`src/rtl/quick_cpu_pkg.sv`:
```
// rtl/quick_cpu_pkg.sv - shared opcodes, state type and width default for the quick CPU sequencer
package quick_cpu_pkg;

    localparam int PC_W_DEFAULT = 8;

    localparam logic [7:0] OP_NOP  = 8'h00;
    localparam logic [7:0] OP_LDI  = 8'h10;
    localparam logic [7:0] OP_ADD  = 8'h20;
    localparam logic [7:0] OP_JMP  = 8'h30;
    localparam logic [7:0] OP_JZ   = 8'h31;
    localparam logic [7:0] OP_HALT = 8'hFF;

    typedef enum logic [2:0] {
        ST_IDLE      = 3'd0,
        ST_FETCH_OP  = 3'd1,
        ST_DECODE    = 3'd2,
        ST_FETCH_IMM = 3'd3,
        ST_EXEC      = 3'd4,
        ST_HALT      = 3'd5
    } seq_state_t;

endpackage

```
`src/rtl/quick_cpu_decode.sv`:
```
// rtl/quick_cpu_decode.sv - combinational opcode classifier for the quick CPU
module quick_cpu_decode
    import quick_cpu_pkg::*;
(
    input  logic [7:0] ir,
    output logic       needs_imm,
    output logic       is_ldi,
    output logic       is_add,
    output logic       is_jmp,
    output logic       is_jz,
    output logic       is_halt,
    output logic       illegal
);

    logic is_nop;

    // LDI and ADD use bit 0 as the destination register select
    assign is_nop    = (ir == OP_NOP);
    assign is_ldi    = ({ir[7:1], 1'b0} == OP_LDI);
    assign is_add    = ({ir[7:1], 1'b0} == OP_ADD);
    assign is_jmp    = (ir == OP_JMP);
    assign is_jz     = (ir == OP_JZ);
    assign is_halt   = (ir == OP_HALT);
    assign needs_imm = is_ldi | is_jmp | is_jz;
    assign illegal   = ~(is_nop | is_ldi | is_add | is_jmp | is_jz | is_halt);

endmodule

```
`src/rtl/quick_cpu_sequencer.sv`:
```
// rtl/quick_cpu_sequencer.sv - fetch/decode/execute controller driving the quick CPU datapath
module quick_cpu_sequencer
    import quick_cpu_pkg::*;
#(
    parameter int PC_W = PC_W_DEFAULT
) (
    input  logic            clk,
    input  logic            rst_n,
    input  logic            start,
    input  logic            step_mode,
    output logic            mem_req,
    output logic [PC_W-1:0] mem_addr,
    input  logic            mem_ack,
    input  logic [7:0]      mem_rdata,
    input  logic            zero_flag,
    output logic            rf_we,
    output logic            rf_sel,
    output logic            rf_src,
    output logic [7:0]      imm_out,
    output logic            busy,
    output logic            halted,
    output logic            err
);

    seq_state_t      state;
    logic [PC_W-1:0] pc;
    logic [7:0]      ir;
    logic [7:0]      imm;

    logic needs_imm, is_ldi, is_add, is_jmp, is_jz, is_halt, illegal;

    quick_cpu_decode u_decode (
        .ir        (ir),
        .needs_imm (needs_imm),
        .is_ldi    (is_ldi),
        .is_add    (is_add),
        .is_jmp    (is_jmp),
        .is_jz     (is_jz),
        .is_halt   (is_halt),
        .illegal   (illegal)
    );

    always_ff @(posedge clk or negedge rst_n) begin
        if (!rst_n) begin
            state <= ST_IDLE;
            pc    <= '0;
            ir    <= 8'h00;
            imm   <= 8'h00;
            err   <= 1'b0;
        end else begin
            case (state)
                ST_IDLE: begin
                    if (start) state <= ST_FETCH_OP;
                end
                ST_HALT: begin
                    if (start) begin
                        err   <= 1'b0;
                        pc    <= '0;
                        state <= ST_FETCH_OP;
                    end
                end
                ST_FETCH_OP: begin
                    if (mem_ack) begin
                        ir    <= mem_rdata;
                        pc    <= pc + PC_W'(1);
                        state <= ST_DECODE;
                    end
                end
                ST_DECODE: begin
                    if (illegal) begin
                        err   <= 1'b1;
                        state <= ST_HALT;
                    end else if (is_halt) begin
                        state <= ST_HALT;
                    end else if (needs_imm) begin
                        state <= ST_FETCH_IMM;
                    end else begin
                        state <= ST_EXEC;
                    end
                end
                ST_FETCH_IMM: begin
                    if (mem_ack) begin
                        imm   <= mem_rdata;
                        pc    <= pc + PC_W'(1);
                        state <= ST_EXEC;
                    end
                end
                ST_EXEC: begin
                    // zero_flag reflects A before this cycle's register write lands
                    if (is_jmp || (is_jz && zero_flag)) pc <= PC_W'(imm);
                    state <= step_mode ? ST_IDLE : ST_FETCH_OP;
                end
                default: state <= ST_IDLE;
            endcase
        end
    end

    // Decoded straight from state so an async reset drops the request at once
    assign mem_req  = (state == ST_FETCH_OP) || (state == ST_FETCH_IMM);
    assign mem_addr = pc;
    assign rf_we    = (state == ST_EXEC) && (is_ldi || is_add);
    assign rf_sel   = rf_we & ir[0];
    assign rf_src   = rf_we & is_add;
    assign imm_out  = imm;
    assign busy     = (state != ST_IDLE) && (state != ST_HALT);
    assign halted   = (state == ST_HALT);

endmodule

```
`config.mk`:
```
export PLATFORM = sky130hd
export DESIGN_NAME = quick_cpu_sequencer
export DESIGN_NICKNAME = d
export VERILOG_FILES = /design/src/rtl/quick_cpu_pkg.sv /design/src/rtl/quick_cpu_decode.sv /design/src/rtl/quick_cpu_sequencer.sv
export SDC_FILE = /design/constraint.sdc
export NUM_CORES = 1
export LEC_CHECK = 0
export CAP_MARGIN = 10
export CORE_ASPECT_RATIO = 1.1
export CORE_MARGIN = 10
export CORE_UTILIZATION = 45
export CTS_CLUSTER_SIZE = 20
export DETAILED_ROUTE_END_ITERATION = 16
export PLACE_DENSITY = 0.73
export SLEW_MARGIN = 20
export SYNTH_ARGS = -nofsm -noshare
export SYNTH_HDL_FRONTEND = slang
export SYNTH_SLANG_ARGS = --single-unit
```
`constraint.sdc`:
```
create_clock -name clk -period 3.9 [get_ports clk]
set_input_delay 0.585 -clock clk [delete_from_list [all_inputs] [get_ports clk]]
set_output_delay 0.585 -clock clk [all_outputs]
set_load 0.02 [all_outputs]
```
==> Word-level counts from Yosys, hierarchy flattened <==
Cells that the tools add are included.
Widths: inputs -> output; s select.
{ "op_classes": {"n_addsub": 1, "mul": 0, "div_mod_pow": 0, "order_cmp": 0, "eq_ne": 18, "n_shift": 0, "muxes": 15, "bitwise": 9, "reduce_logical": 18} }
{ "op_table": {"columns": ["op", "n"], "rows": [
  ["$mux 8", 3],
  ["$pmux 8 s3", 1],
  ["$mux 3", 6],
  ["$eq 8x6->1 const B", 2],
  ["$pmux 3 s5", 1],
  ["$ne 2x2->1 const B", 5],
  ["$add 8x1->8 const B", 1],
  ["$eq 8x8->1 const B", 1],
  ["$logic_not 8->1", 1],
  ["$eq 7x4->1 const B", 1],
  ["$eq 7x5->1 const B", 1],
  ["$or 1x1->1", 7],
  ["$eq 3x2->1 const B", 2],
  ["$eq 3x3->1 const B", 2],
  ["$reduce_and 3->1", 2],
  ["$reduce_bool 3->1", 2],
  ["$ne 2x1->1 const B", 2],
  ["$reduce_and 2->1", 2],
  ["$reduce_and 4->1", 1],
  ["$reduce_or 2->1", 2],
  ["$eq 3x1->1 const B", 1],
  ["$logic_and 1x1->1", 3],
  ["$logic_not 3->1", 1],
  ["$logic_or 1x1->1", 3],
  ["other kinds (5)", 8]
]} }
{ "word_totals": {"register_bits": 28, "latchBits": 0, "ramBits": 0, "mem_bits_ro": 0, "inputBits": 14, "elab_cells": 66, "memories": 0} }

==> Logic depth before layout (Yosys ltp) <==
Gate-level depths: netlist of run 1.
{ "logic_depth": {"depth_word": 8, "depth_mapped": 7, "mapped_depth_nobuf": 5} }

==> By module <==
From an unflattened synthesis of run 1, not the netlist that was laid out.
{ "hier_totals": {"hier_cells": 144, "area_unflattened_um2": 1575.3} }
{ "by_module_without_submodules": {"columns": ["module", "n_inst", "cells_each", "area_each_um2", "seq_area_each_um2"], "rows": [
  ["quick_cpu_sequencer", 1, 129, 1473.9, 700.7],
  ["quick_cpu_decode", 1, 15, 101.3, 0.0]
]} }

==> Least setup slack after synthesis of run 1 <==
Ideal clock, no wire load.
{ "synth_path": {"kind": "reg-to-output", "from": "reg state[0]", "to": "out rf_src", "arrival_time_ns": 1.508, "t_required_ns": 3.315, "path_slack_ns": 1.807, "path_stages_with_launch": 6, "path_cell_list": "dfrtp_1 buf_2 nor3b_4 buf_2 nand2_1 nor3_1"} }
{ "synth_between": {"elab_chain_len": 3} }
{ "synth_rtl": {"columns": ["item", "line_no", "rtl"], "rows": [
  ["start, declared", "quick_cpu_sequencer.sv:25", "seq_state_t state;"],
  ["start signal, assigned", "quick_cpu_sequencer.sv:91", "state <= step_mode ? ST_IDLE : ST_FETCH_OP;"],
  ["$eq 3x3->1", "quick_cpu_sequencer.sv:101", "assign rf_we = (state == ST_EXEC) && (is_ldi || is_add);"],
  ["$logic_and 1x1->1", "quick_cpu_sequencer.sv:101", null],
  ["$and 1x1->1", "quick_cpu_sequencer.sv:103", "assign rf_src = rf_we & is_add;"],
  ["end, declared", "quick_cpu_sequencer.sv:18", "output logic rf_src,"]
]} }
No other way between the ends.

==> Worst setup path in the final report of run 1 <==
{ "layout_path": {"from": "reg state[1]", "to": "out rf_sel"} }
{ "layout_between": {"elab_chain_len": 3} }
{ "layout_rtl": {"columns": ["item", "line_no", "rtl"], "rows": [
  ["$eq 3x3->1", "quick_cpu_sequencer.sv:101", null],
  ["$logic_and 1x1->1", "quick_cpu_sequencer.sv:101", null],
  ["$and 1x1->1", "quick_cpu_sequencer.sv:102", "assign rf_sel = rf_we & ir[0];"],
  ["end, declared", "quick_cpu_sequencer.sv:17", "output logic rf_sel,"]
]} }
No other way between the ends.

==> flow_summary.html, run 1 <==
<table>
<tr><th>Metric</th><th>Value</th></tr>
<tr><th colspan="2">Run status</th></tr>
<tr><td>Result of the run</td><td>finished clean</td></tr>
<tr><th colspan="2">Finish</th></tr>
<tr><td>Fraction of final layout cells with drive strength greater than 1</td><td>19.1%</td></tr>
<tr><td>Final core utilization</td><td>60.3%</td></tr>
<tr><td>Final nets</td><td>194</td></tr>
<tr><td>Inserted Diodes</td><td>0</td></tr>
<tr><td>Post-synthesis to final-layout area growth</td><td>28.9%</td></tr>
<tr><td>Total non-filler cell area in the finished layout</td><td>2010 um2</td></tr>
<tr><th colspan="2">Route</th></tr>
<tr><td>First-iteration detailed-routing DRC count</td><td>196</td></tr>
<tr><td>Via count of the routed design</td><td>1,293</td></tr>
<tr><td>Number of vias per cell</td><td>5.72</td></tr>
<tr><td>Remaining antenna violation count</td><td>0</td></tr>
<tr><td>DRT Wirelength</td><td>3.83 mm</td></tr>
<tr><td># DRC</td><td>0</td></tr>
<tr><td>First drt pass iteration count</td><td>4</td></tr>
<tr><td>Average detailed-routed wire length per instance</td><td>16.9 um</td></tr>
<tr><th colspan="2">Clocking</th></tr>
<tr><td># clock sinks</td><td>28</td></tr>
<tr><td>Deepest level of the CTS H-tree</td><td>1</td></tr>
<tr><td>Count of cells resized by post-cts repair</td><td>0</td></tr>
<tr><td>Root Buffer</td><td>clkbuf_4</td></tr>
<tr><td>Clock latency reported for the late side of the worst-skew pair</td><td>0.33 ns</td></tr>
<tr><td>Deepest clock path buffer count</td><td>2</td></tr>
<tr><td>Number of buffers created by CTS</td><td>3</td></tr>
<tr><td>Clock-pin slew on the worst setup and hold paths</td><td>0.15 ns</td></tr>
<tr><td>Count of hold buffers inserted by post-cts repair</td><td>0</td></tr>
<tr><td>TritonCTS clock tree</td><td>yes</td></tr>
<tr><td>Buffer count from post-CTS setup fixing</td><td>0</td></tr>
<tr><th colspan="2">Synth</th></tr>
<tr><td>Flip-flop and latch count after synthesis</td><td>28</td></tr>
<tr><td>Synth area leader</td><td>dfrtp_1</td></tr>
<tr><td>Post-synthesis cell type count</td><td>46</td></tr>
<tr><td>Leading cell types by total area after synthesis</td><td>dfrtp_1, mux2_2, inv_1</td></tr>
<tr><td>Sequential-to-total area share from yosys stat</td><td>45.0%</td></tr>
<tr><td>Syn Area/Cell</td><td>11.0 um2</td></tr>
<tr><td>Post-Synthesis Net Count</td><td>157</td></tr>
<tr><td>Yosys top cell area share</td><td>45.0%</td></tr>
<tr><td>Cells after Synth</td><td>142</td></tr>
<tr><td>Count of synthesis-stage warnings from yosys</td><td>0</td></tr>
<tr><td>Netlist area before placement</td><td>1560 um2</td></tr>
<tr><th colspan="2">Timing</th></tr>
<tr><td>Final Hold Viols</td><td>0</td></tr>
<tr><td>Rel. slew slack</td><td>62.6%</td></tr>
<tr><td>Tightest Pin Transition</td><td>0.560 ns</td></tr>
<tr><td>Fmax achieved</td><td>328 MHz</td></tr>
<tr><td>Setup repair after global routing missed its margin</td><td>no</td></tr>
<tr><td>Final Max Slew Viols</td><td>0</td></tr>
<tr><td>Worst-case clock skew</td><td>0.00408 ns</td></tr>
<tr><td>Final-report setup violation count</td><td>0</td></tr>
<tr><td>Final-layout setup total negative slack</td><td>0 ns</td></tr>
<tr><td>Fin crit share</td><td>78.2%</td></tr>
<tr><td>Tmin final</td><td>3.05 ns</td></tr>
<tr><th colspan="2">Setup path</th></tr>
<tr><td>Max Fanout on Critical Path</td><td>14</td></tr>
<tr><td>Worst setup path category</td><td>register to primary output</td></tr>
<tr><td>Startpoint class of the critical path</td><td>register</td></tr>
<tr><td>Nature of the critical path endpoint</td><td>primary output</td></tr>
<tr><td>Required time of the critical path</td><td>3.31 ns</td></tr>
<tr><td>Arrival @ worst endpoint</td><td>2.46 ns</td></tr>
<tr><th colspan="2">Place</th></tr>
<tr><td>Final weighted congestion in routability-driven placement</td><td>0.858</td></tr>
<tr><td>Cell area after placement</td><td>1960 um2</td></tr>
<tr><td>Detailed Place HPWL</td><td>2.98 mm</td></tr>
<tr><td>Quantity of I/O buffers inserted on ports</td><td>36</td></tr>
<tr><th colspan="2">GRT</th></tr>
<tr><td>Remaining Overflow, GRT</td><td>0</td></tr>
<tr><td>Wire length of the first global-routing pass</td><td>6.41 mm</td></tr>
<tr><td>Maximum number of pins on one net before global-route repair</td><td>29</td></tr>
<tr><td>Number of antenna violations at the first check in global routing</td><td>0</td></tr>
<tr><td>Vias in the first global route</td><td>1,296</td></tr>
<tr><td>GRT Total Usage</td><td>12.2%</td></tr>
<tr><th colspan="2">Floorplanning</th></tr>
<tr><td>Die X</td><td>76.1 um</td></tr>
<tr><td>Starting Density</td><td>46.8%</td></tr>
<tr><td>Die area</td><td>6220 um2</td></tr>
<tr><td>Vertical die dimension</td><td>81.7 um</td></tr>
<tr><td>Top Ports</td><td>37</td></tr>
<tr><td>Number of core rows</td><td>22</td></tr>
<tr><td>Core Box Area</td><td>3330 um2</td></tr>
<tr><th colspan="2">Pwr</th></tr>
<tr><td>Peak supply drop</td><td>0.371 mV</td></tr>
<tr><td>Pwr Density</td><td>834 nW/um2</td></tr>
<tr><td>Leakage power total</td><td>0.000794 uW</td></tr>
<tr><th colspan="2">Flow run</th></tr>
<tr><td>Maximum Capacitance Violations</td><td>0</td></tr>
<tr><th colspan="2">Hold path</th></tr>
<tr><td>Kind of path behind the tightest hold check</td><td>register to register</td></tr>
</table>
flip-flops by register name (all words and copies together) (netlist names):
signal / count
ir: 8
imm_out: 8
err: 1
mem_addr: 8
state: 3
per-stage QoR:
step	hold WS (ns)	cells	worst slack (ns)	power [uW]
after floorplan	0.289	142	1.81	1160
after global placement	0.503	222	1.30	1460
after detailed placement	0.504	222	1.28	1490
after CTS	0.540	226	0.861	1680
after global routing	0.596	226	0.675	1780
final	0.539	226	0.852	1680
cell families (layout without fill, tap and decap cells):
family / count (synthesis) / count (layout) / share of synthesized area, %
flip-flops: 28 / 28 / 45.0
AO/OA/AOI/OAI: 35 / 35 / 17.3
multiplexers: 18 / 18 / 13.5
XOR/XNOR: 2 / 2 / 1.12
buffers and inverters: 15 / 51 / 4.34
adder cells (fa/ha/maj): 1 / 1 / 0.803
AND/OR/NAND/NOR: 43 / 43 / 18.0
cells in the mapped netlist, drive strengths merged:
master / count
nor4b: 2
a22o: 2
o211ai: 1
o22ai: 2
or3: 1
nor2: 7
a221oi: 2
o21ai: 7
nor2b: 3
o31a: 2
and3: 2
a22oi: 1
a31oi: 1
o211a: 1
o2bb2ai: 2
nand2b: 4
o31ai: 1
nor4: 1
o41ai: 1
nor3b: 1
nand3: 3
nand4b: 1
nand4: 3
and2: 2
o21bai: 1
a32oi: 3
a21oi: 5
xor2: 2
inv: 10
ha: 1
mux2: 18
nand2: 9
o221ai: 3
and4: 1
nor3: 3
dfrtp: 28
buf: 5
critical path, stage by stage, from the launching register on:
cell	delay, ns
dfrtp_1	0.57
nor3b_4	0.56
and3_1	0.27
and2_1	0.13
clkdlybuf4s50_1	0.61
layout make-up:
cell class	instances	area [um2]
timing repair buffer	37	368
multi-input combinational	99	790
tap	48	60.1
inverter	10	37.5
fill	266	1320
sequential	28	701
clock buffer	3	22.5
clock inverter	1	30.0
per-layer routing:
metal	vias up	global-route usage, %	share of wire, %
li1	600	-	-
met1	630	13.9	40
met2	61	21.7	51
met3	2	4.48	9.0
met4	0	2.79	0.50
met5	-	0	0
placed cells by master, fill, tap and decap left out, types with 2 or more instances in the layout:
master / n
a32oi_1: 3
nor2b_1: 3
nor2_1: 6
o2bb2ai_1: 2
nand2_1: 9
mux2_2: 16
o21ai_0: 6
clkbuf_4: 3
o221ai_1: 3
a221oi_1: 2
clkdlybuf4s50_1: 36
and3_1: 2
nand2b_1: 4
dfrtp_1: 28
o22ai_1: 2
mux2_4: 2
nor3_1: 3
xor2_1: 2
a21oi_1: 5
and2_1: 2
nand3_1: 2
nand4_1: 3
inv_1: 9
report_power, final:
part / internal, uW / leakage [uW] / switching (uW) / total (uW)
clock network: 104 / 0.0000279 / 87.9 / 192
logic: 433 / 0.000421 / 426 / 860
registers: 428 / 0.000345 / 196 / 624
total: 966 / 0.000794 / 710 / 1680
worst paths after layout:
path,from,endpoint,slack (ns),depth (start not counted)
worst max-delay path,state[1]$_DFFE_PN0P_,rf_sel,0.85,4
worst min-delay path,mem_addr[7]$_DFFE_PN0P_,mem_addr[7]$_DFFE_PN0P_,0.54,1
worst max register to register,state[1]$_DFFE_PN0P_,mem_addr[1]$_DFFE_PN0P_,1.82,4
worst min register to register,mem_addr[7]$_DFFE_PN0P_,mem_addr[7]$_DFFE_PN0P_,0.54,1
max in group asynchronous,rst_n,state[1]$_DFFE_PN0P_,3.03,2
min in group asynchronous,rst_n,mem_addr[1]$_DFFE_PN0P_,0.62,2
Power figures use the tool's default switching activity.
==> inputs of run 2 (changes only) <==
--- a/config.mk
+++ b/config.mk
@@ -8,10 +8,10 @@
 export CAP_MARGIN = 10
 export CORE_ASPECT_RATIO = 1.1
 export CORE_MARGIN = 10
-export CORE_UTILIZATION = 45
+export CORE_UTILIZATION = 44
 export CTS_CLUSTER_SIZE = 20
 export DETAILED_ROUTE_END_ITERATION = 16
-export PLACE_DENSITY = 0.73
+export PLACE_DENSITY = 0.75
 export SLEW_MARGIN = 20
 export SYNTH_ARGS = -nofsm -noshare
 export SYNTH_HDL_FRONTEND = slang
==> constraint.sdc (replaced) <==
create_clock -name clk -period 2.57 [get_ports clk]
set_input_delay 0.3855 -clock clk [delete_from_list [all_inputs] [get_ports clk]]
set_output_delay 0.3855 -clock clk [all_outputs]
set_load 0.02 [all_outputs]
==> run 2 against run 1 <==
Die area up 1.7%. Critical path depth stayed put. Register-to-register slack worse by 1.2 ns. Non-clock buffer count rose by 5. Sequential power rose by 54%. Power is 56% higher. Cell area increased by 2.7%. Core utilization grew 0.61 points. Flip-flop and latch count unchanged. Routed wire length rose by 3.9%. Combinational power is 59% higher. Clock skew rose by 0.0032 ns. Critical path type unchanged.
==> flow_summary.html, run 2 (same netlist as run 1, synthesis figures left out) <==
<table>
<tr><th>Metric</th><th>Value</th></tr>
<tr><th colspan="2">Run status</th></tr>
<tr><td>Result of the run</td><td>finished clean (unchanged)</td></tr>
<tr><th colspan="2">Clocking</th></tr>
<tr><td>Clock-pin slew on the worst setup and hold paths</td><td>0.14 ns (was 0.15 ns)</td></tr>
<tr><td>Number of buffers created by CTS</td><td>3 (unchanged)</td></tr>
<tr><td>Clock latency reported for the late side of the worst-skew pair</td><td>0.32 ns (was 0.33 ns)</td></tr>
<tr><td>Count of hold buffers inserted by post-cts repair</td><td>0 (unchanged)</td></tr>
<tr><td>Root Buffer</td><td>clkbuf_4 (unchanged)</td></tr>
<tr><td>TritonCTS clock tree</td><td>yes (unchanged)</td></tr>
<tr><td>Deepest level of the CTS H-tree</td><td>1 (unchanged)</td></tr>
<tr><td># clock sinks</td><td>28 (unchanged)</td></tr>
<tr><td>Deepest clock path buffer count</td><td>2 (unchanged)</td></tr>
<tr><th colspan="2">Timing</th></tr>
<tr><td>Final Max Slew Viols</td><td>0 (unchanged)</td></tr>
<tr><td>Tightest Pin Transition</td><td>0.503 ns (was 0.560 ns)</td></tr>
<tr><td>Setup repair after global routing missed its margin</td><td>no (unchanged)</td></tr>
<tr><td>Final-report setup violation count</td><td>0 (unchanged)</td></tr>
<tr><td>Final-layout setup total negative slack</td><td>0 ns (unchanged)</td></tr>
<tr><td>Final Hold Viols</td><td>0 (unchanged)</td></tr>
<tr><td>Fin crit share</td><td>96.1%</td></tr>
<tr><td>Fmax achieved</td><td>405 MHz</td></tr>
<tr><td>Tmin final</td><td>2.47 ns</td></tr>
<tr><td>Worst-case clock skew</td><td>0.00726 ns (was 0.00408 ns)</td></tr>
<tr><td>Rel. slew slack</td><td>66.4% (was 62.6%)</td></tr>
<tr><th colspan="2">Finish</th></tr>
<tr><td>Final nets</td><td>199 (was 194)</td></tr>
<tr><td>Fraction of final layout cells with drive strength greater than 1</td><td>21.9% (was 19.1%)</td></tr>
<tr><td>Commonest non-fill, non-tap cell in the layout</td><td>clkdlybuf4s50_1 (unchanged)</td></tr>
<tr><td>Highest-count cells in the layout ignoring fill and taps</td><td>clkdlybuf4s50_1, dfrtp_1, mux2_2 (unchanged)</td></tr>
<tr><td>Inserted Diodes</td><td>0 (unchanged)</td></tr>
<tr><td>Post-synthesis to final-layout area growth</td><td>32.4% (was 28.9%)</td></tr>
<tr><th colspan="2">Hold path</th></tr>
<tr><td>Kind of path behind the tightest hold check</td><td>input port to async pin (was register to register)</td></tr>
<tr><th colspan="2">Place</th></tr>
<tr><td>Detailed Place HPWL</td><td>3.13 mm (was 2.98 mm)</td></tr>
<tr><td>Quantity of I/O buffers inserted on ports</td><td>36 (unchanged)</td></tr>
<tr><td>Final weighted congestion in routability-driven placement</td><td>0.854 (was 0.858)</td></tr>
<tr><th colspan="2">Route</th></tr>
<tr><td># DRC</td><td>0 (unchanged)</td></tr>
<tr><td>Average detailed-routed wire length per instance</td><td>17.2 um (was 16.9 um)</td></tr>
<tr><td>DRT Wirelength</td><td>3.98 mm (was 3.83 mm)</td></tr>
<tr><td>First-iteration detailed-routing DRC count</td><td>91 (was 196)</td></tr>
<tr><td>Via count of the routed design</td><td>1,301 (was 1,293)</td></tr>
<tr><td>Number of vias per cell</td><td>5.63 (was 5.72)</td></tr>
<tr><td>Remaining antenna violation count</td><td>0 (unchanged)</td></tr>
<tr><td>First drt pass iteration count</td><td>4 (unchanged)</td></tr>
<tr><th colspan="2">GRT</th></tr>
<tr><td>Wire length of the first global-routing pass</td><td>6.76 mm (was 6.41 mm)</td></tr>
<tr><td>Remaining Overflow, GRT</td><td>0 (unchanged)</td></tr>
<tr><td>Vias in the first global route</td><td>1,339 (was 1,296)</td></tr>
<tr><td>Number of antenna violations at the first check in global routing</td><td>0 (unchanged)</td></tr>
<tr><td>GRT Total Usage</td><td>13.1% (was 12.2%)</td></tr>
<tr><td>Maximum number of pins on one net before global-route repair</td><td>29 (unchanged)</td></tr>
<tr><th colspan="2">Floorplanning</th></tr>
<tr><td>Die area</td><td>6320 um2 (was 6220 um2)</td></tr>
<tr><td>Number of core rows</td><td>22 (unchanged)</td></tr>
<tr><td>Core Box Area</td><td>3390 um2 (was 3330 um2)</td></tr>
<tr><td>Die X</td><td>76.7 um (was 76.1 um)</td></tr>
<tr><td>Starting Density</td><td>46.0% (was 46.8%)</td></tr>
<tr><td>Vertical die dimension</td><td>82.4 um (was 81.7 um)</td></tr>
<tr><td>Top Ports</td><td>37 (unchanged)</td></tr>
<tr><th colspan="2">Setup path</th></tr>
<tr><td>Logic depth of the worst register-to-register path</td><td>5 (was 4)</td></tr>
<tr><td>Startpoint class of the critical path</td><td>register (unchanged)</td></tr>
<tr><td>Worst setup path category</td><td>register to primary output (unchanged)</td></tr>
<tr><td>Required time of the critical path</td><td>2.18 ns (was 3.31 ns)</td></tr>
<tr><td>Max Fanout on Critical Path</td><td>4 (was 14)</td></tr>
<tr><td>Arrival @ worst endpoint</td><td>2.08 ns (was 2.46 ns)</td></tr>
<tr><td>Nature of the critical path endpoint</td><td>primary output (unchanged)</td></tr>
<tr><td>Register-to-register setup slack</td><td>0.64 ns (was 1.82 ns)</td></tr>
<tr><td>Start of the worst register-to-register path</td><td>state[1]$_DFFE_PN0P_ (unchanged)</td></tr>
<tr><td>Critical R2R Capture</td><td>mem_addr[0]$_DFFE_PN0P_ (was mem_addr[1]$_DFFE_PN0P_)</td></tr>
<tr><th colspan="2">Pwr</th></tr>
<tr><td>Leakage power total</td><td>0.000861 uW (was 0.000794 uW)</td></tr>
<tr><td>Peak supply drop</td><td>0.579 mV (was 0.371 mV)</td></tr>
<tr><td>Pwr Density</td><td>1270 nW/um2 (was 834 nW/um2)</td></tr>
<tr><td>Pwr Total</td><td>2610 uW (was 1680 uW)</td></tr>
<tr><th colspan="2">Flow run</th></tr>
<tr><td>Maximum Capacitance Violations</td><td>0 (unchanged)</td></tr>
</table>
[run 2: worst max path at each step]
stage	startpoint	endpoint	cells past startpoint
4_1_cts	ir[1]$_DFFE_PN0P_	rf_sel	4
3_3_place_gp	ir[7]$_DFFE_PN0P_	rf_sel	5
3_5_place_dp	ir[1]$_DFFE_PN0P_	rf_sel	4
5_1_grt	ir[7]$_DFFE_PN0P_	rf_we	4
2_1_floorplan	state[0]$_DFFE_PN0P_	rf_src	5
6_report	ir[7]$_DFFE_PN0P_	rf_we	4
[run 2: cell type report]
type / instances / area (um2)
fillers: 307 / 1320
multi-input cells: 99 / 801
inverters: 10 / 37.5
repair buffers: 42 / 410
clock buffers: 3 / 22.5
well taps: 48 / 60.1
flip-flops and latches: 28 / 701
clock inverters: 1 / 30.0
[run 2: worst max-delay path: stages, from the launching register on]
cell and delay [ns]:
dfrtp_1 0.42, nor2_1 0.17, nor4b_4 0.34, and3_1 0.22, clkdlybuf4s50_1 0.61
[run 2: metrics by stage]
step                      cells  utilization, %  hold slack [ns]  instance area (um2)  setup WS, ns
final                       231            60.9            0.413                 2060         0.101
after global routing        231            60.9            0.424                 2060       0.00469
after CTS                   230            60.5            0.414                 2050        0.0237
after detailed placement    226            58.6            0.502                 1990         0.331
after global placement      226            58.6            0.503                 1990         0.372
after floorplan             142               -           0.0899                 1560         0.676
[run 2: report_power, final]
part	internal [uW]	switching, uW
logic	712	657
clock network	158	126
registers	650	308
total	1520	1090
[run 2: repair_timing]
action / CTS / global route
setup endpoints to repair: 1 / 4
buffers inserted: 0 / 1
resized for setup: 1 / 3
[run 2: layer usage]
| metal | part of all wire [%] | global-route usage [%] |
|---|---|---|
| met1 | 42 | 15.0 |
| met4 | 1.7 | 5.02 |
| met5 | 0 | 0 |
| met2 | 52 | 24.0 |
| met3 | 4.6 | 2.38 |
==> inputs of run 3 (changes only) <==
--- a/config.mk
+++ b/config.mk
@@ -6,7 +6,6 @@
 export NUM_CORES = 1
 export LEC_CHECK = 0
 export CAP_MARGIN = 10
-export CORE_ASPECT_RATIO = 1.1
 export CORE_MARGIN = 10
 export CORE_UTILIZATION = 44
 export CTS_CLUSTER_SIZE = 20
==> run 3 against run 2 <==
First-iteration DRC count up 6.6%. Highest routed layer unchanged. Setup slack better by 0.056 ns. Sequential power about the same. Routed wire length down 2.8%. Fmax up 2.3%. Register-to-register slack about the same. Clock-buffer cell count unchanged. Critical path depth unchanged.
==> flow_summary.html, run 3 (same netlist as run 1, synthesis figures left out) <==
<table>
<tr><th>Metric</th><th>Value</th></tr>
<tr><th colspan="2">Floorplanning</th></tr>
<tr><td>Die area</td><td>6320 um2 (about the same)</td></tr>
<tr><td>Core Box Area</td><td>3390 um2 (about the same)</td></tr>
<tr><td>Top Ports</td><td>37 (unchanged)</td></tr>
<tr><td>Die X</td><td>79.5 um (was 76.7 um)</td></tr>
<tr><td>Vertical die dimension</td><td>79.5 um (was 82.4 um)</td></tr>
<tr><td>Number of core rows</td><td>21 (was 22)</td></tr>
<tr><td>Starting Density</td><td>46.0% (about the same)</td></tr>
<tr><th colspan="2">Route</th></tr>
<tr><td>Average detailed-routed wire length per instance</td><td>17.0 um (was 17.2 um)</td></tr>
<tr><td>Remaining antenna violation count</td><td>0 (unchanged)</td></tr>
<tr><td># DRC</td><td>0 (unchanged)</td></tr>
<tr><td>Via count of the routed design</td><td>1,282 (was 1,301)</td></tr>
<tr><td>DRT Wirelength</td><td>3.87 mm (was 3.98 mm)</td></tr>
<tr><td>First-iteration detailed-routing DRC count</td><td>97 (was 91)</td></tr>
<tr><td>Number of vias per cell</td><td>5.62 (was 5.63)</td></tr>
<tr><td>First drt pass iteration count</td><td>4 (unchanged)</td></tr>
<tr><th colspan="2">Finish</th></tr>
<tr><td>Post-synthesis to final-layout area growth</td><td>31.8% (was 32.4%)</td></tr>
<tr><td>Commonest non-fill, non-tap cell in the layout</td><td>clkdlybuf4s50_1 (unchanged)</td></tr>
<tr><td>Fraction of final layout cells with drive strength greater than 1</td><td>22.0% (was 21.9%)</td></tr>
<tr><td>Final nets</td><td>198 (was 199)</td></tr>
<tr><td>Inserted Diodes</td><td>0 (unchanged)</td></tr>
<tr><td>Highest-count cells in the layout ignoring fill and taps</td><td>clkdlybuf4s50_1, dfrtp_1, mux2_2 (unchanged)</td></tr>
<tr><th colspan="2">Timing</th></tr>
<tr><td>Final Max Slew Viols</td><td>0 (unchanged)</td></tr>
<tr><td>Setup repair after global routing missed its margin</td><td>no (unchanged)</td></tr>
<tr><td>Worst-case clock skew</td><td>0.00217 ns (was 0.00726 ns)</td></tr>
<tr><td>Final-report setup violation count</td><td>0 (unchanged)</td></tr>
<tr><td>Tmin final</td><td>2.41 ns (was 2.47 ns)</td></tr>
<tr><td>Fin crit share</td><td>93.9% (was 96.1%)</td></tr>
<tr><td>Rel. slew slack</td><td>69.2% (was 66.4%)</td></tr>
<tr><td>Final Hold Viols</td><td>0 (unchanged)</td></tr>
<tr><td>Fmax achieved</td><td>414 MHz (was 405 MHz)</td></tr>
<tr><td>Tightest Pin Transition</td><td>0.463 ns (was 0.503 ns)</td></tr>
<tr><td>Final-layout setup total negative slack</td><td>0 ns (unchanged)</td></tr>
<tr><td>Post-route worst hold slack</td><td>0.414 ns (was 0.413 ns)</td></tr>
<tr><th colspan="2">Place</th></tr>
<tr><td>Detailed Place HPWL</td><td>3.03 mm (was 3.13 mm)</td></tr>
<tr><td>Final weighted congestion in routability-driven placement</td><td>0.919 (was 0.854)</td></tr>
<tr><td>Quantity of I/O buffers inserted on ports</td><td>36 (unchanged)</td></tr>
<tr><th colspan="2">Setup path</th></tr>
<tr><td>Series of cell instances along the critical path</td><td>nand2b_2 -&gt; inv_2 -&gt; or3_1 -&gt; clkdlybuf4s50_1 (was nor2_1 -&gt; nor4b_4 -&gt; and3_1 -&gt; clkdlybuf4s50_1)</td></tr>
<tr><td>Worst setup path category</td><td>register to primary output (unchanged)</td></tr>
<tr><td>Arrival @ worst endpoint</td><td>2.03 ns (was 2.08 ns)</td></tr>
<tr><td>Nature of the critical path endpoint</td><td>primary output (unchanged)</td></tr>
<tr><td>CP startpoint</td><td>state[2]$_DFFE_PN0P_ (was ir[7]$_DFFE_PN0P_)</td></tr>
<tr><td>Highest-delay cell along the critical path</td><td>clkdlybuf4s50_1 (unchanged)</td></tr>
<tr><td>Startpoint class of the critical path</td><td>register (unchanged)</td></tr>
<tr><td>Start of the worst register-to-register path</td><td>state[1]$_DFFE_PN0P_ (unchanged)</td></tr>
<tr><td>Delay of the slowest cell on the worst path</td><td>0.54 ns (was 0.61 ns)</td></tr>
<tr><td>Required time of the critical path</td><td>2.18 ns (about the same)</td></tr>
<tr><td>Max Fanout on Critical Path</td><td>8 (was 4)</td></tr>
<tr><th colspan="2">Clocking</th></tr>
<tr><td>Deepest level of the CTS H-tree</td><td>1 (unchanged)</td></tr>
<tr><td>Clock-pin slew on the worst setup and hold paths</td><td>0.15 ns (was 0.14 ns)</td></tr>
<tr><td>Count of hold buffers inserted by post-cts repair</td><td>0 (unchanged)</td></tr>
<tr><td>TritonCTS clock tree</td><td>yes (unchanged)</td></tr>
<tr><td>Root Buffer</td><td>clkbuf_4 (unchanged)</td></tr>
<tr><td>Clock latency reported for the late side of the worst-skew pair</td><td>0.32 ns (about the same)</td></tr>
<tr><td>Number of buffers created by CTS</td><td>3 (unchanged)</td></tr>
<tr><td>Deepest clock path buffer count</td><td>2 (unchanged)</td></tr>
<tr><td># clock sinks</td><td>28 (unchanged)</td></tr>
<tr><th colspan="2">GRT</th></tr>
<tr><td>Vias in the first global route</td><td>1,335 (was 1,339)</td></tr>
<tr><td>Remaining Overflow, GRT</td><td>0 (unchanged)</td></tr>
<tr><td>Maximum number of pins on one net before global-route repair</td><td>29 (unchanged)</td></tr>
<tr><td>GRT Total Usage</td><td>12.8% (was 13.1%)</td></tr>
<tr><td>Number of antenna violations at the first check in global routing</td><td>0 (unchanged)</td></tr>
<tr><td>Wire length of the first global-routing pass</td><td>6.64 mm (was 6.76 mm)</td></tr>
<tr><th colspan="2">Run status</th></tr>
<tr><td>Result of the run</td><td>finished clean (unchanged)</td></tr>
<tr><th colspan="2">Pwr</th></tr>
<tr><td>Pwr Density</td><td>1260 nW/um2 (was 1270 nW/um2)</td></tr>
<tr><td>Leakage power total</td><td>0.000855 uW (was 0.000861 uW)</td></tr>
<tr><td>Peak supply drop</td><td>0.601 mV (was 0.579 mV)</td></tr>
<tr><th colspan="2">Flow run</th></tr>
<tr><td>Maximum Capacitance Violations</td><td>0 (unchanged)</td></tr>
<tr><th colspan="2">Hold path</th></tr>
<tr><td>Kind of path behind the tightest hold check</td><td>input port to async pin (unchanged)</td></tr>
</table>
## run 3: worst paths after layout
check                      cells past startpoint                 endpoint  slack, ns
setup / recovery                               4                     busy       0.16
hold / removal                                 2     state[2]$_DFFE_PN0P_       0.41
setup reg to reg                               5  mem_addr[0]$_DFFE_PN0P_       0.65
hold reg to reg                                1  mem_addr[7]$_DFFE_PN0P_       0.54
max in group asynchronous                      2     state[0]$_DFFE_PN0P_       1.87
min in group clk                               1  mem_addr[7]$_DFFE_PN0P_       0.54
## run 3: critical path: cells and delay by family, from the launching register on
family	cells	cell delay [ns]
buffers and inverters	2	0.59
flip-flops	1	0.50
AND/OR/NAND/NOR	2	0.61
## run 3: power breakdown
group          switching [uW]  total [uW]  internal, uW
Sequential                305         956           652
Clock                     129         287           158
Combinational             648        1350           700
Total                    1080        2590          1510
## run 3: final cells by class
class,instances,area (um2)
fillers,273,1340
flip-flops and latches,28,702
inverters,10,37.5
clock buffers,3,22.5
clock inverters,1,30.0
repair buffers,41,403
well taps,46,57.6
multi-input cells,99,801
## run 3: metal layers
metal  track usage, %  vias to the layer above  part of all wire, %
met4             6.63                        0                  2.0
met5                0                        -                    0
li1                 -                      615                    -
met1             14.7                      632                   40
met3             1.69                        6                  3.8
met2             22.6                       29                   54
## run 3: stage by stage
step	instance area, um2	setup WS, ns	util [%]	cells	power (uW)
6_report	2050	0.156	60.6	228	2590
3_3_place_gp	1980	0.391	58.3	223	2260
3_5_place_dp	1980	0.363	58.3	223	2300
5_1_grt	2050	0.00497	60.6	228	2780
4_1_cts	2040	0.0257	60.1	227	2610
2_1_floorplan	1560	0.676	-	142	1770
## run 3: timing repair
action	CTS	global route
buffers inserted	0	1
resized for setup	2	3
pin swaps	0	0
endpoints found under the setup margin	3	5
